===== src/rtl/downconverter_pkg.sv =====
// downconverter_pkg: shared types, defaults and helpers for the fs/4 downconverter demodulator.
// Holds the DECIM_LOG2 default, the output width derivation, the output stage
// state enum and the bit-to-bipolar mapping b().
package downconverter_pkg;

    localparam int DECIM_LOG2_DEF = 6;

    typedef enum logic {EMPTY, FULL} state_t;

    // Signed width needed to hold +/-2^(d+1) without saturation.
    function automatic int out_w(input int d);
        return d + 3;
    endfunction

    // Map a serial bit onto +1 / -1.
    function automatic logic signed [2:0] b(input logic x);
        return x ? 3'sd1 : -3'sd1;
    endfunction

endpackage


===== src/rtl/demod_accum.sv =====
// demod_accum: one-channel integrate-and-dump accumulator.
// Ports: i_clk/i_rst_n clock and async active-low reset; i_term per-word term in {-2,0,+2};
// i_valid term is meaningful; i_dump this word closes the block; o_sum running sum including i_term.
module demod_accum
    import downconverter_pkg::*;
#(
    parameter int W = out_w(DECIM_LOG2_DEF)
)(
    input  logic                i_clk,
    input  logic                i_rst_n,
    input  logic signed [2:0]   i_term,
    input  logic                i_valid,
    input  logic                i_dump,
    output logic signed [W-1:0] o_sum
);

    logic signed [W-1:0] r_acc;

    assign o_sum = r_acc + {{(W-3){i_term[2]}}, i_term};

    // On a dump the completed sum leaves through o_sum and the next block starts from zero.
    always_ff @(posedge i_clk or negedge i_rst_n) begin
        if (!i_rst_n)
            r_acc <= '0;
        else if (i_valid)
            r_acc <= i_dump ? '0 : o_sum;
    end

endmodule


===== src/rtl/downconverter_demod.sv =====
// downconverter_demod: fs/4 I/Q downconverter with integrate-and-dump decimation.
// Ports: iclk clock; rst_n async active-low reset; samples 4-bit ISERDES word (bit 0 earliest);
// in_valid word strobe; out_i/out_q signed block sums; out_valid result held; out_ready consumer
// accept; overrun sticky dropped-result flag; overrun_cnt (only with
// DOWNCONVERTER_DEMOD_OVERRUN_CNT_EN) saturating count of dropped results.
module downconverter_demod
    import downconverter_pkg::*;
#(
    parameter  int DECIM_LOG2 = DECIM_LOG2_DEF,
    localparam int OUT_W      = out_w(DECIM_LOG2)
)(
    input  logic                    iclk,
    input  logic                    rst_n,
    input  logic [3:0]              samples,
    input  logic                    in_valid,
    output logic signed [OUT_W-1:0] out_i,
    output logic signed [OUT_W-1:0] out_q,
    output logic                    out_valid,
    input  logic                    out_ready,
    output logic                    overrun
`ifdef DOWNCONVERTER_DEMOD_OVERRUN_CNT_EN
    ,
    output logic [15:0]             overrun_cnt
`endif
);

    logic [DECIM_LOG2-1:0]   r_cnt;
    state_t                  r_state;
    logic                    w_dump;
    logic signed [2:0]       w_term_i;
    logic signed [2:0]       w_term_q;
    logic signed [OUT_W-1:0] w_sum_i;
    logic signed [OUT_W-1:0] w_sum_q;

    // Undo the I, ~Q, ~I, Q mixing sequence.
    assign w_term_i  = b(samples[0]) - b(samples[2]);
    assign w_term_q  = b(samples[3]) - b(samples[1]);
    assign w_dump    = in_valid && (&r_cnt);
    assign out_valid = (r_state == FULL);

    always_ff @(posedge iclk or negedge rst_n) begin
        if (!rst_n)
            r_cnt <= '0;
        else if (in_valid)
            r_cnt <= r_cnt + 1'b1;
    end

    demod_accum #(.W(OUT_W)) u_acc_i (
        .i_clk   (iclk),
        .i_rst_n (rst_n),
        .i_term  (w_term_i),
        .i_valid (in_valid),
        .i_dump  (w_dump),
        .o_sum   (w_sum_i)
    );

    demod_accum #(.W(OUT_W)) u_acc_q (
        .i_clk   (iclk),
        .i_rst_n (rst_n),
        .i_term  (w_term_q),
        .i_valid (in_valid),
        .i_dump  (w_dump),
        .o_sum   (w_sum_q)
    );

    // Output stage: a dump loads when empty or when the held result leaves on the same edge;
    // otherwise the new result is dropped and the held one stays untouched.
    always_ff @(posedge iclk or negedge rst_n) begin
        if (!rst_n) begin
            r_state <= EMPTY;
            out_i   <= '0;
            out_q   <= '0;
            overrun <= 1'b0;
`ifdef DOWNCONVERTER_DEMOD_OVERRUN_CNT_EN
            overrun_cnt <= '0;
`endif
        end else if (w_dump && (r_state == EMPTY || out_ready)) begin
            r_state <= FULL;
            out_i   <= w_sum_i;
            out_q   <= w_sum_q;
        end else if (w_dump) begin
            overrun <= 1'b1;
`ifdef DOWNCONVERTER_DEMOD_OVERRUN_CNT_EN
            if (overrun_cnt != 16'hFFFF)
                overrun_cnt <= overrun_cnt + 1'b1;
`endif
        end else if (out_ready) begin
            r_state <= EMPTY;
        end
    end

endmodule


===== config.mk =====
export PLATFORM = sky130hd
export DESIGN_NAME = downconverter_demod
export DESIGN_NICKNAME = d
export VERILOG_FILES = /design/src/rtl/downconverter_pkg.sv /design/src/rtl/demod_accum.sv /design/src/rtl/downconverter_demod.sv
export SDC_FILE = /design/constraint.sdc
export NUM_CORES = 1
export LEC_CHECK = 0
export CORE_AREA = 2 2 83 77
export DETAILED_ROUTE_END_ITERATION = 12
export DIE_AREA = 0 0 85 79
export PLACE_DENSITY = 0.63
export SLEW_MARGIN = 20
export SYNTH_ARGS = -nofsm -noshare
export SYNTH_HDL_FRONTEND = slang
export SYNTH_SLANG_ARGS = --single-unit

===== constraint.sdc =====
create_clock -name iclk -period 3.6 [get_ports iclk]
set_input_delay 0.36 -clock iclk [delete_from_list [all_inputs] [get_ports iclk]]
set_output_delay 0.36 -clock iclk [all_outputs]
set_load 0.005 [all_outputs]

Yosys cells after proc, flatten, opt, wreduce, memory -nomap -nowiden
Index checks and enable logic that the tools add are counted.
- flip-flop bits (word level): 44
- input port bits: 8
- logic and storage cells: 31
- $add $sub $neg: 5
- equality and inequality tests: 1
- mux-type cells: 9
- bitwise gates (word level): 2
- reduce and logical (&&, ||, !) cells: 7
- operator list (cell ; number):
    9-bit adder ; 2
    9-bit 2-to-1 mux ; 2
    3-bit 2-to-1 mux ; 4
    6-bit by 1-bit adder with 6-bit output (second input constant) ; 1
    6-bit AND reduction ; 1
    3-bit subtractor ; 2
    2-bit AND reduction ; 2
    1-bit 2-to-1 mux ; 3
    1-bit logical AND ; 2
    2-bit != test (second input constant) ; 1
    1-bit inverter ; 2
    2-bit nonzero test ; 1
    1-bit logical OR ; 1

Logic depth before layout (Yosys ltp)
- word-level depth: 5
- gate-level depth with buffers: 10
- mapped depth without buffers: 10

Hierarchy
A second synthesis with hierarchy kept.
- cells, all modules: 226
- area, all modules: 2551.2 um2
- modules (own cells, without submodules) (module ; instances ; cells an instance ; area each (um2)):
    demod_accum ; 2 ; 78 ; 744.5
    downconverter_demod ; 1 ; 70 ; 1062.3

Worst setup path after synthesis
OpenSTA, ideal clock, no wires.
- path kind: in2reg
- start point: input port samples[3]
- end point: register out_q[7]
- library setup time: 0.125 ns
- arrival: 2.105 ns
- path slack: 1.370 ns
- stages on the path: 10
- path buffers: 0
- cells stage by stage: inv_1 > ha_1 > inv_1 > ha_1 > fa_1 > a211oi_1 > o21bai_1 > a21oi_1 > xnor2_1 > mux2_2
- word-level cells in the longest chain between the ends: 3
- RTL lines (item ; RTL line ; text):
    start: declaration ; downconverter_demod.sv:14 ; input logic [3:0] samples,
    3-bit 2-to-1 mux ; downconverter_pkg.sv:17 ; return x ? 3'sd1 : -3'sd1;
    3-bit subtractor ; downconverter_demod.sv:37 ; assign w_term_q = b(samples[3]) - b(samples[1]);
    9-bit adder ; demod_accum.sv:19 ; assign o_sum = r_acc + {{(W-3){i_term[2]}}, i_term};
    end signal: assignment ; downconverter_demod.sv:80 ; out_q <= w_sum_q;
    end: declaration ; downconverter_demod.sv:17 ; output logic signed [OUT_W-1:0] out_q,
Every way passes these cells.
A chain may end at the register's enable or synchronous reset.

Worst setup path in the final report
- start point: input port samples[0]
- end point: register out_i[7]
- word-level cells in the longest chain between the ends: 3
- RTL lines (item ; RTL line ; text):
    3-bit 2-to-1 mux ; downconverter_pkg.sv:17 ;
    3-bit subtractor ; downconverter_demod.sv:36 ; assign w_term_i = b(samples[0]) - b(samples[2]);
    9-bit adder ; demod_accum.sv:19 ;
    end signal: assignment ; downconverter_demod.sv:79 ; out_i <= w_sum_i;
    end: declaration ; downconverter_demod.sv:16 ; output logic signed [OUT_W-1:0] out_i,
Every way passes these cells.

==> run_results.csv <==
group,metric,value,unit
route,drtIter0Drc,67,
pwr,vdd_drop_max,0.2210,mV
sta,fmax,393.9,MHz
cells_and_area,area_delta_synth_final,17.28,%
critical_path,reg2reg_to,"out_q[7]$_DFFE_PN0P_",
route,firstDrtPassIters,4,
grt,antenna_found_initial,0,
logic_synthesis,ys.flop_type,"dfrtp_1",
sta,finalSetupViolCount,0,
sta,tightestPinTransition,0.8973,ns
route,ant_nets,0,
clock_tree,ctsHoldBuffers,0,
critical_path,cp_slowest_cell,"clkdlybuf4s50_1",
clock_tree,cts_made_buffers,5,
grt,grt_pass1_wl,7431,um
pwr,p_switching,613.2,uW
clock_tree,clkSinkCount,40,
die,die_y,79,um
die,start_util,0.3833,
grt,grt_use_total,0.1402,
route,drcViolationCount,0,
route,drt_wl_total,4169,um
die,core,5912,sq um
cells_and_area,antenna_cells,0,
min_path,hp-class,"in -> async",
critical_path,critPathTopFamily,"adder cells",
logic_synthesis,yosys.area.top_type,"dfrtp_1",
clock_tree,cts_tree,"yes",
clock_tree,root_buffer,"clkbuf_8",
cells_and_area,instances_no_fill,320,
grt,grt_max_degree,41,
cells_and_area,fillers,571,
grt,grt_pass1_vias,1602,
placement,dpl.cell_count,313,
critical_path,crit_path_max_incr_delay,0.46,ns
logic_synthesis,synthCells,223,
sta,fin_skew,0.004280,ns
critical_path,r2r_cells,7,
logic_synthesis,synthesis.area,2266,sq um
logic_synthesis,yosysWarnings,0,
placement,hpwl,2897,um
sta,drv_slew,0,
clock_tree,cts_buffer_depth,2,
critical_path,crit_fanout,3,
route,vias,1593,
critical_path,worstSetupPathType,"in -> reg",
clock_tree,cts_resized,0,
pwr,swShare,0.3485,
clock_tree,path_clk_slew,0.07,ns
sta,fin_crit,2.539,ns
sta,setup_tns,0,ns
die,fp.dieW,85,um
critical_path,cp.required,3.78,ns
pwr,p_comb_frac,0.412,
critical_path,regToRegStartpoint,"u_acc_q.r_acc[1]$_DFFE_PN0P_",
critical_path,crit_chain,"clkdlybuf4s50_1 > inv_1 > ha_1 > inv_1 > ha_1 > fa_1 > a211oi_1 > o21bai_1 > a21oi_1 > xnor2_1 > mux2_2",
logic_synthesis,ys_seq_area_frac,0.4417,
sta,fin_crit_sh,0.7052,
critical_path,startpoint_type,"primary input",
clock_tree,post_cts.repair.setup_buffers,0,
cells_and_area,layout-drive-gt1-share,0.09274,
sta,hold_violations,0,
logic_synthesis,synth_edf_count,0,
logic_synthesis,synth.avg_cell_area,10.16,sq um
clock_tree,clk_latency,0.29,ns
cells_and_area,final_nets,276,
job,maxCapViolCount,0,
sta,slew_headroom,0.4018,
critical_path,rrSetupSlack,1.50,ns
critical_path,arrival,2.72,ns
pwr,p_int,1147,uW
logic_synthesis,ys_types,36,
pwr,seq_power_share,0.404,
logic_synthesis,postSynth.asyncResetShare,1.000,
logic_synthesis,ys_ff_latch,40,
cells_and_area,final_core_utilization,0.4495,
critical_path,critPathCaptureType,"register",
pwr,clkPwrFrac,0.184,
pwr,p_leak,0.001273,uW
route,vias_per_cell,4.978,
pwr,p_per_area,662.2,nW/um^2
die,rows,27,
die,design.die.area,6715,sq um
critical_path,critPathBufInv,3,
logic_synthesis,synth_top_area_frac,0.4417,
grt,overflow,0,
status,status,"completed",
route,post_drt_wl_per_cell,13.03,um
logic_synthesis,synthTopCellsByCount,"dfrtp_1, nand2_1, ha_1",
clock_tree,cts.htree.levels,2,
logic_synthesis,yosysMostFrequentCell,"dfrtp_1",
logic_synthesis,synth_area_leaders,"dfrtp_1, ha_1, nand2_1",
placement,place_congestion,0.8138,
placement,numPortBuffers,25,
sta,rsz0062_at_grt,"no",
die,ios,28,
-- layout make-up --
cell class	count	area (sq um)	share of cell area
timing repair buffer	26	252.7	0.09510
multi-input combinational	161	1165	0.4383
clock buffer	7	96.34	0.03625
inverter	14	52.55	0.01977
tap	72	90.09	0.03390
sequential	40	1001	0.3766
-- stage by stage --
step           hold slack [ns]  total power, uW  instance area [sq um]  setup slack, ns
3_3_place_gp            0.4594             1433                   2561           0.7451
3_5_place_dp            0.4622             1447                   2561           0.7458
6_report                0.1956             1760                   2658            1.061
5_1_grt                 0.2597             1924                   2658           0.8696
2_1_floorplan          0.06441             1255                   2270            1.370
4_1_cts                 0.2276             1780                   2658            1.051
-- layout by cell type (no fill, tap or decap), types with 7 or more instances in the layout --
| master | netlist | layout |
|---|---|---|
| ha_1 | 18 | 18 |
| xor2_1 | 10 | 10 |
| dfrtp_1 | 40 | 40 |
| xnor2_1 | 7 | 7 |
| mux2_2 | 8 | 8 |
| clkbuf_8 | 0 | 7 |
| nand2_1 | 30 | 30 |
| clkdlybuf4s50_1 | 0 | 24 |
| inv_1 | 14 | 14 |
| o21ai_0 | 16 | 16 |
| nand3_1 | 10 | 10 |
| a21oi_1 | 11 | 11 |
-- routing by layer --
layer	track usage	vias up	part of all wire	routed length (um)
li1	-	819	-	-
met1	0.1785	752	0.47	1965
met2	0.2305	17	0.49	2031
met3	0.03222	5	0.024	98
met4	0.05714	0	0.018	74
met5	0	-	0	0
-- worst max-delay path by stage --
stage / startpoint / endpoint / slack, ns / cells after the start
2_1_floorplan: samples[3] / out_q[7]$_DFFE_PN0P_ / 1.37 / 10
3_3_place_gp: samples[3] / out_q[7]$_DFFE_PN0P_ / 0.75 / 11
3_5_place_dp: samples[3] / out_q[7]$_DFFE_PN0P_ / 0.75 / 11
4_1_cts: samples[0] / out_i[7]$_DFFE_PN0P_ / 1.05 / 11
5_1_grt: samples[1] / out_q[8]$_DFFE_PN0P_ / 0.87 / 8
6_report: samples[0] / out_i[7]$_DFFE_PN0P_ / 1.06 / 11
-- logic make-up after synthesis --
| logic type | Yosys count | share of synthesized area |
|---|---|---|
| other | 1 | 0.001655 |
| adders and majority gates | 20 | 0.1171 |
| buffers and inverters | 23 | 0.04583 |
| muxes | 8 | 0.03976 |
| AOI/OAI and AO/OA | 52 | 0.1463 |
| and+or+nand+nor | 60 | 0.1220 |
| xor gates and xnor gates | 19 | 0.08559 |
| DFF | 40 | 0.4417 |
-- power by group through the flow --
stage / Clock, uW / Sequential (uW) / Combinational [uW]
after floorplan: 0 / 695 / 560
after global placement: 0 / 717 / 716
after detailed placement: 0 / 718 / 730
after CTS: 336 / 712 / 732
after global routing: 351 / 737 / 836
final: 324 / 710 / 726
-- registers in the layout, summed over array words and instances, names as in the netlist --
name	count
out_q	8
overrun	1
out_valid	1
u_acc_q.r_acc	8
r_cnt	6
u_acc_i.r_acc	8
out_i	8
Power figures use the tool's default switching activity.
